### src/rtl/vga_pkg.sv
// Visible-area geometry shared by the VGA pipeline blocks (800x600 mode).
package vga_pkg;
    localparam int HOR_BLANK_START = 800;
    localparam int VER_BLANK_START = 600;
endpackage

### src/rtl/vga_if.sv
// VGA timing plus pixel bundle passed between pipeline stages.
interface vga_if;
    logic [10:0] hcount;
    logic [10:0] vcount;
    logic        hsync;
    logic        hblnk;
    logic        vsync;
    logic        vblnk;
    logic [11:0] rgb;

    modport in  (input  hcount, vcount, hsync, hblnk, vsync, vblnk, rgb);
    modport out (output hcount, vcount, hsync, hblnk, vsync, vblnk, rgb);
endinterface

### src/rtl/draw_rect_move.sv
// Overlays a rectangle that bounces around the visible area, one step per frame.
// Define DRAW_RECT_OUTLINE_EN to draw only the 1-pixel border instead of a filled box.
module draw_rect_move
    import vga_pkg::*;
#(
    parameter int          RECT_W     = 64,
    parameter int          RECT_H     = 48,
    parameter logic [11:0] RECT_COLOR = 12'hF00,
    parameter int          STEP       = 2
) (
    input  logic  clk,
    input  logic  rst,
    vga_if.in     vga_in,
    input  logic  enable,
    output logic [10:0] xpos,
    output logic [10:0] ypos,
    vga_if.out    vga_out
);

    localparam logic [11:0] X_MAX  = 12'(HOR_BLANK_START - RECT_W);
    localparam logic [11:0] Y_MAX  = 12'(VER_BLANK_START - RECT_H);
    localparam logic [11:0] STEP_E = 12'(STEP);
    localparam logic [11:0] W_E    = 12'(RECT_W);
    localparam logic [11:0] H_E    = 12'(RECT_H);

    typedef enum logic [1:0] {IDLE, RUN, HOLD} state_t;

    state_t state;
    logic   back_x;   // 1 = moving left
    logic   back_y;   // 1 = moving up
    logic   vblnk_q;
    logic   tick;

    // Returns {flip, new_pos}. Reaching the far edge exactly already reverses,
    // so the box touches the boundary for a single frame before heading back.
    function automatic logic [12:0] bounce(input logic [11:0] pos, input logic back,
                                           input logic [11:0] lim);
        if (!back) begin
            if (pos + STEP_E >= lim) return {1'b1, lim};
            else                     return {1'b0, pos + STEP_E};
        end else begin
            if (pos < STEP_E)        return {1'b1, 12'd0};
            else                     return {1'b0, pos - STEP_E};
        end
    endfunction

    logic [11:0] x_e, y_e, h_e, v_e;
    logic [12:0] nx, ny;
    logic        in_rect, hit;

    always_comb begin
        x_e  = {1'b0, xpos};
        y_e  = {1'b0, ypos};
        h_e  = {1'b0, vga_in.hcount};
        v_e  = {1'b0, vga_in.vcount};
        tick = vga_in.vblnk & ~vblnk_q;
        nx   = bounce(x_e, back_x, X_MAX);
        ny   = bounce(y_e, back_y, Y_MAX);
        in_rect = !vga_in.hblnk && !vga_in.vblnk &&
                  (h_e >= x_e) && (h_e < x_e + W_E) &&
                  (v_e >= y_e) && (v_e < y_e + H_E);
`ifdef DRAW_RECT_OUTLINE_EN
        hit = in_rect && ((h_e == x_e) || (h_e == x_e + W_E - 12'd1) ||
                          (v_e == y_e) || (v_e == y_e + H_E - 12'd1));
`else
        hit = in_rect;
`endif
    end

    // Motion FSM: position only changes on the vblank rising edge.
    always_ff @(posedge clk) begin
        if (rst) begin
            state   <= IDLE;
            xpos    <= '0;
            ypos    <= '0;
            back_x  <= 1'b0;
            back_y  <= 1'b0;
            vblnk_q <= 1'b0;
        end else begin
            vblnk_q <= vga_in.vblnk;
            if (tick) begin
                case (state)
                    IDLE:    if (enable)  state <= RUN;
                    RUN:     if (!enable) state <= HOLD;
                    HOLD:    if (enable)  state <= RUN;
                    default: state <= IDLE;
                endcase
                if (enable) begin
                    xpos   <= nx[10:0];
                    ypos   <= ny[10:0];
                    back_x <= back_x ^ nx[12];
                    back_y <= back_y ^ ny[12];
                end
            end
        end
    end

    logic [10:0] h1, v1;
    logic        hs1, hb1, vs1, vb1, hit1;
    logic [11:0] rgb1;

    always_ff @(posedge clk) begin
        if (rst) begin
            h1 <= '0; v1 <= '0; hs1 <= 1'b0; hb1 <= 1'b0; vs1 <= 1'b0; vb1 <= 1'b0;
            rgb1 <= '0; hit1 <= 1'b0;
            vga_out.hcount <= '0;
            vga_out.vcount <= '0;
            vga_out.hsync  <= 1'b0;
            vga_out.hblnk  <= 1'b0;
            vga_out.vsync  <= 1'b0;
            vga_out.vblnk  <= 1'b0;
            vga_out.rgb    <= '0;
        end else begin
            h1   <= vga_in.hcount;
            v1   <= vga_in.vcount;
            hs1  <= vga_in.hsync;
            hb1  <= vga_in.hblnk;
            vs1  <= vga_in.vsync;
            vb1  <= vga_in.vblnk;
            rgb1 <= vga_in.rgb;
            hit1 <= hit;
            vga_out.hcount <= h1;
            vga_out.vcount <= v1;
            vga_out.hsync  <= hs1;
            vga_out.hblnk  <= hb1;
            vga_out.vsync  <= vs1;
            vga_out.vblnk  <= vb1;
            vga_out.rgb    <= hit1 ? RECT_COLOR : rgb1;
        end
    end

endmodule

### src/flat_wrapper.sv
// flat-port wrapper written by rule: the top's interface ports become plain ports
module draw_rect_move_flat import vga_pkg::*;
#(
    parameter int          RECT_W     = 64,
    parameter int          RECT_H     = 48,
    parameter logic [11:0] RECT_COLOR = 12'hF00,
    parameter int          STEP       = 2
)
  (clk, rst, enable, xpos, ypos, vga_in_hcount, vga_in_vcount, vga_in_hsync, vga_in_hblnk, vga_in_vsync, vga_in_vblnk, vga_in_rgb, vga_out_hcount, vga_out_vcount, vga_out_hsync, vga_out_hblnk, vga_out_vsync, vga_out_vblnk, vga_out_rgb);
  vga_if vga_in_i ();
  vga_if vga_out_i ();
  input  logic clk;
  input  logic rst;
  input  logic enable;
  output logic [10:0] xpos;
  output logic [10:0] ypos;
  input wire logic [$bits(vga_in_i.hcount)-1:0] vga_in_hcount;
  input wire logic [$bits(vga_in_i.vcount)-1:0] vga_in_vcount;
  input wire logic [$bits(vga_in_i.hsync)-1:0] vga_in_hsync;
  input wire logic [$bits(vga_in_i.hblnk)-1:0] vga_in_hblnk;
  input wire logic [$bits(vga_in_i.vsync)-1:0] vga_in_vsync;
  input wire logic [$bits(vga_in_i.vblnk)-1:0] vga_in_vblnk;
  input wire logic [$bits(vga_in_i.rgb)-1:0] vga_in_rgb;
  output wire logic [$bits(vga_out_i.hcount)-1:0] vga_out_hcount;
  output wire logic [$bits(vga_out_i.vcount)-1:0] vga_out_vcount;
  output wire logic [$bits(vga_out_i.hsync)-1:0] vga_out_hsync;
  output wire logic [$bits(vga_out_i.hblnk)-1:0] vga_out_hblnk;
  output wire logic [$bits(vga_out_i.vsync)-1:0] vga_out_vsync;
  output wire logic [$bits(vga_out_i.vblnk)-1:0] vga_out_vblnk;
  output wire logic [$bits(vga_out_i.rgb)-1:0] vga_out_rgb;
  assign vga_in_i.hcount = vga_in_hcount;
  assign vga_in_i.vcount = vga_in_vcount;
  assign vga_in_i.hsync = vga_in_hsync;
  assign vga_in_i.hblnk = vga_in_hblnk;
  assign vga_in_i.vsync = vga_in_vsync;
  assign vga_in_i.vblnk = vga_in_vblnk;
  assign vga_in_i.rgb = vga_in_rgb;
  assign vga_out_hcount = vga_out_i.hcount;
  assign vga_out_vcount = vga_out_i.vcount;
  assign vga_out_hsync = vga_out_i.hsync;
  assign vga_out_hblnk = vga_out_i.hblnk;
  assign vga_out_vsync = vga_out_i.vsync;
  assign vga_out_vblnk = vga_out_i.vblnk;
  assign vga_out_rgb = vga_out_i.rgb;
  draw_rect_move #(.RECT_W(RECT_W), .RECT_H(RECT_H), .RECT_COLOR(RECT_COLOR), .STEP(STEP)) u_core (.clk(clk), .rst(rst), .vga_in(vga_in_i), .enable(enable), .xpos(xpos), .ypos(ypos), .vga_out(vga_out_i));
endmodule
### config.mk
export PLATFORM = sky130hd
export DESIGN_NAME = draw_rect_move_flat
export DESIGN_NICKNAME = d
export VERILOG_FILES = /design/src/rtl/vga_pkg.sv /design/src/rtl/vga_if.sv /design/src/rtl/draw_rect_move.sv /design/src/flat_wrapper.sv
export SDC_FILE = /design/constraint.sdc
export NUM_CORES = 1
export LEC_CHECK = 0
export BUFFER_PORTS_ARGS = -buffer_cell sky130_fd_sc_hd__buf_2
export CAP_MARGIN = 20
export CORE_MARGIN = 1
export CORE_UTILIZATION = 59
export DETAILED_ROUTE_END_ITERATION = 12
export GPL_ROUTABILITY_DRIVEN = 0
export HOLD_SLACK_MARGIN = 0.05
export PLACE_DENSITY = 0.95
export SYNTH_ARGS = -nofsm -noshare
export SYNTH_HDL_FRONTEND = slang
export SYNTH_SLANG_ARGS = --single-unit
### constraint.sdc
create_clock -name clk -period 3.3 [get_ports clk]
set_clock_uncertainty 0.05 [all_clocks]
set_input_delay 0.33 -clock clk [delete_from_list [all_inputs] [get_ports clk]]
set_output_delay 0.33 -clock clk [all_outputs]
set_load 0.01 [all_outputs]
Word-level counts from Yosys, hierarchy flattened --
Cells that the tools add are included.
Cells by class: add/subtract/negate cells 6, magnitude comparators 8, mux-type cells 7, bitwise gates (word level) 4, reduce and logical (&&, ||, !) cells 9
Operators with widths (number):
- two-way mux 13 bit | 6
- adder 11 x 2 -> 12 bit, second input constant | 2
- greater-or-equal comparator 12 x 10 -> 1 bit, second input constant | 2
- < comparator 11 x 12 -> 1 bit | 2
- subtractor 11 x 2 -> 12 bit, second input constant | 2
- greater-or-equal comparator 11 bit | 2
- < comparator 11 x 2 -> 1 bit, second input constant | 2
- adder 11 x 6 -> 12 bit, second input constant | 1
- adder 11 x 7 -> 12 bit, second input constant | 1
- two-way mux 12 bit | 1
- logical AND 1 bit | 5
- logical NOT 1 bit | 2
- AND reduction 2 bit | 1
- OR reduction 2 bit | 1
- XOR 1 bit | 2
- AND 1 bit | 1
- inverter 1 bit | 1
Word-level totals: flip-flop bits (word level) 101, bits of input ports 41, output and inout bits 60, logic and storage cells 54

Longest topological paths before layout --
word-level depth 6, depth in mapped cells 11, depth with buffers taken out 10

Worst setup path before layout --
Ideal clock, no wire load.
path kind flip-flop to flip-flop, from register u_core.ypos[6], to register u_core.hit1, setup time 92 ps, arrival 2105 ps, data required time 3158 ps, setup slack 1053 ps, stages on the path, launching flop included 10, path buffers 1, clock period less this slack 2247 ps, cells stage by stage dfxtp_1 clkbuf_1 o21ai_0 xnor2_1 ha_1 a21oi_1 nor2_1 a2111oi_0 o211ai_1 nor4_1
Between the ends: longest elaborated chain between the ends 3, elaborated cells on any way between the ends 5, classes of those cells add/sub (1); order compare (2); reduce/logical (2)
Ends and longest elaborated chain:
- from (decl) | line draw_rect_move.sv:16 | output logic [10:0] ypos,
- from (signal assigned) | line draw_rect_move.sv:90 | ypos <= ny[10:0];
- adder 11 x 6 -> 12 bit / greater-or-equal comparator 11 bit (equally long branches) | line draw_rect_move.sv:61 | (v_e >= y_e) && (v_e < y_e + H_E);
- < comparator 11 x 12 -> 1 bit / logical AND 1 bit (equally long branches) | line draw_rect_move.sv:61, draw_rect_move.sv:60
- logical AND 1 bit (*) | line draw_rect_move.sv:61
- to (signal assigned) | line draw_rect_move.sv:121 | hit1 <= hit;
- to (decl) | line draw_rect_move.sv:99 | logic hs1, hb1, vs1, vb1, hit1;
Every way passes the cells marked *; elsewhere a longest branch is shown, timed or not. A chain may end at the register's enable or synchronous reset.

Final worst setup path --
from register u_core.ypos[4], to register u_core.hit1
The elaborated chain is that of the path after synthesis.

==> out/qor.csv <==
stage,metric,value,unit
logic_synthesis,ys_ff_latch,99,
logic_synthesis,synth_ff_type,dfxtp_1,
logic_synthesis,ys_warn_count,0,
sta,whs,0.119,ns
global_route,grt-ovfl-total,0,
logic_synthesis,syn-instance-count,544,
logic_synthesis,synth_enable_flop_cells,0,
logic_synthesis,netlist_area,0.00492,mm2
global_route,busiest_layer,met2,
logic_synthesis,yosysMostFrequentCell,dfxtp_1,
sta,setup_violations,0,
routing,drtAntennaViolNets,0,
worst_setup_path,critical_path_class,flip-flop to flip-flop,
worst_setup_path,arrival,2.93,ns
routing,dr.pass1.iters,8,
placement,port_buffers,98,
cells_and_area,area.growth.synth_to_final,13.2,%
flow_run,cap_viol_max_count,0,
clocking,cts_tree,built,
clocking,post-cts-setup-buffer-count,0,
status,outcome,finished clean,
clocking,cts_buffers,9,
sta,worst_slew_pin_slew,0.994,ns
floorplan,start_util,62.4,%
routing,vias,4379,
clocking,hold_buffers,0,
logic_synthesis,async_flop_share,0,%
logic_synthesis,ys_types,69,
floorplan,coreArea,0.00789,mm2
placement,dpl_cell_area,0.00539,mm2
worst_setup_path,required,3.52,ns
worst_setup_path,crit_path_cell_trace,inv_1 > ha_1 > nor2_1 > xnor2_1 > ha_1 > nand2_1 > nor2_1 > a2111oi_0 > o211ai_1 > nor4_1,
clocking,cts_buffer_depth,2,
global_route,grt_pass1_wl,18500,um
floorplan,die_x,93.3,um
clocking,root_buffer,clkbuf_8,
worst_setup_path,cp_slowest_cell,dfxtp_1,
cells_and_area,multi_input_comb_area,0.00267,mm2
routing,drc,0,
sta,drv_slew,0,
routing,drt_iter0_markers,263,
cells_and_area,drive_above_1_share,20.1,%
cells_and_area,nets,702,
worst_setup_path,slowest_delay,0.56,ns
pwr,p_per_area,421,mW/mm2
sta,fin_crit_sh,82.2,%
sta,clock.fmax,369,MHz
floorplan,fp.dieH,93.3,um
global_route,gr-usage-met2,45.9,%
logic_synthesis,synth_top_area_cell,dfxtp_1,
logic_synthesis,synth_common_cells,"dfxtp_1, nor2b_1, ha_1, nor2_1, a21oi_1",
min_path,min_path_type,primary input to flip-flop,
clocking,clk_pin_slew,0.10,ns
sta,slew_headroom,33.7,%
clocking,clk_latency,0.37,ns
worst_setup_path,crit_fanout,12,
pwr,irDropWorstVdd,0.218,mV
logic_synthesis,avgSynthCellArea,9.05,um2
clocking,cts.sink_count,99,
routing,wl,11400,um
floorplan,rows,32,
logic_synthesis,yosysSeqAreaShare,40.3,%
sta,rsz0062_at_grt,false,
cells_and_area,fill_cells,550,
clocking,cts_resized,0,
placement,place_hpwl,8310,um
cells_and_area,fin_util,70.6,%
global_route,grt_max_degree,62,
pwr,p_leak,2.35,nW
global_route,antenna_found_initial,0,
clocking,htreeDepth,3,
worst_setup_path,worst_setup_path_end_kind,flip-flop,
global_route,grt_usage,26.7,%
floorplan,dieArea,0.00871,mm2
global_route,use_met3,5.37,%
logic_synthesis,ys_top_cells_by_area,"dfxtp_1, ha_1, nor2b_1",
sta,tns,0,ns
cells_and_area,n_antenna_cell,0,
cells_and_area,design_area,0.00557,mm2
global_route,met1_usage,32.7,%
cells_and_area,seq_area,0.00198,mm2
worst_setup_path,worstSetupStartpointType,flip-flop,
routing,drt-vias-per-instance,6.02,
logic_synthesis,yosysTopAreaCellShare,40.3,%
global_route,grt_pass1_vias,4017,
sta,layout_min_cycle_time,2.71,ns
routing,wl_per_cell,15.7,um
floorplan,ios,101,
sta,finalHoldViolCount,0,
-- kinds of logic after synthesis --
family	count (synthesis)	share of synthesized area (%)
AO/OA/AOI/OAI	122	17.0
XOR/XNOR	17	3.03
adder cells (fa/ha/maj)	40	10.2
buffers and inverters	60	5.49
flip-flops	99	40.3
multiplexers	2	0.432
other	1	0.0762
AND/OR/NAND/NOR	203	23.5
-- cells in the final DEF (no fill, tap or decap), drive strengths merged, types with 4 or more instances in the layout --
cell type  Yosys  routed
nand3         19      19
nor2b         65      65
buf           17     101
a211oi         6       6
and2           9       9
nor4           4       4
ha            40      40
a31oi          6       6
nor2          34      34
nand3b         4       4
a21o           6       6
clkbuf        19       9
xor2           4       4
a22oi          4       4
o211ai         5       5
a21oi         29      29
dfxtp         99      99
inv           23      26
nand2         19      19
o22ai          6       6
a311oi         6       6
nor3          20      20
o21ai         17      17
or3            5       5
xnor2         13      13
nand4          8       8
-- sequential cells by signal (all words and copies together), names as in the netlist, 10 cells and up --
name / cells
u_core.vga_out.hcount: 11
u_core.v1: 11
u_core.rgb1: 12
u_core.vga_out.vcount: 11
u_core.vga_out.rgb: 12
u_core.xpos: 10
u_core.ypos: 10
u_core.h1: 11
-- layout make-up --
cell class | count | share of cell area [%]
clock buffers | 9 | 2.22
clock inverters | 7 | 1.08
multi-input cells | 386 | 48.0
well taps | 102 | 2.29
repair buffers | 101 | 9.21
inverters | 24 | 1.62
flip-flops and latches | 99 | 35.6
-- where the power goes --
group          internal, mW  total (mW)  switching (mW)
combinational         0.149       0.334           0.185
sequential             1.25        1.28          0.0369
clock                 0.287       0.725           0.439
-- layer usage --
layer  part of all wire, %  vias to the layer above  wire length (um)
li1                      -                     2097                 -
met3                   9.1                       42              1030
met2                    48                      286              5430
met5                     0                        -                 0
met4                   3.0                        0               344
met1                    40                     1954              4600
-- worst paths after layout --
path                    startpoint                    end  slack, ns  depth (start not counted)
setup reg to reg    u_core.ypos[4]            u_core.hit1       0.59                         10
setup / recovery    u_core.ypos[4]            u_core.hit1       0.59                         10
hold / removal    vga_in_hcount[0]           u_core.h1[0]       0.12                          2
hold reg to reg     u_core.rgb1[6]  u_core.vga_out.rgb[6]       0.39                          1
-- critical path, delay by kind of cell, from the launching register on --
kind | cells | cell delay [ns]
xor+xnor | 1 | 0.13
simple gates | 4 | 0.48
fa+ha+maj | 2 | 0.56
buf+inv | 1 | 0.22
compound gates | 2 | 0.61
flops | 1 | 0.56
-- through the flow --
stage	instances	power, mW	setup slack [ns]
final	728	2.34	0.587
after detailed placement	712	1.64	0.711
after floorplan	545	1.53	1.05
after global placement	712	1.62	0.894
after global routing	728	2.46	0.426
after CTS	728	2.35	0.645
Note: power is estimated with default switching activity, not from simulation.
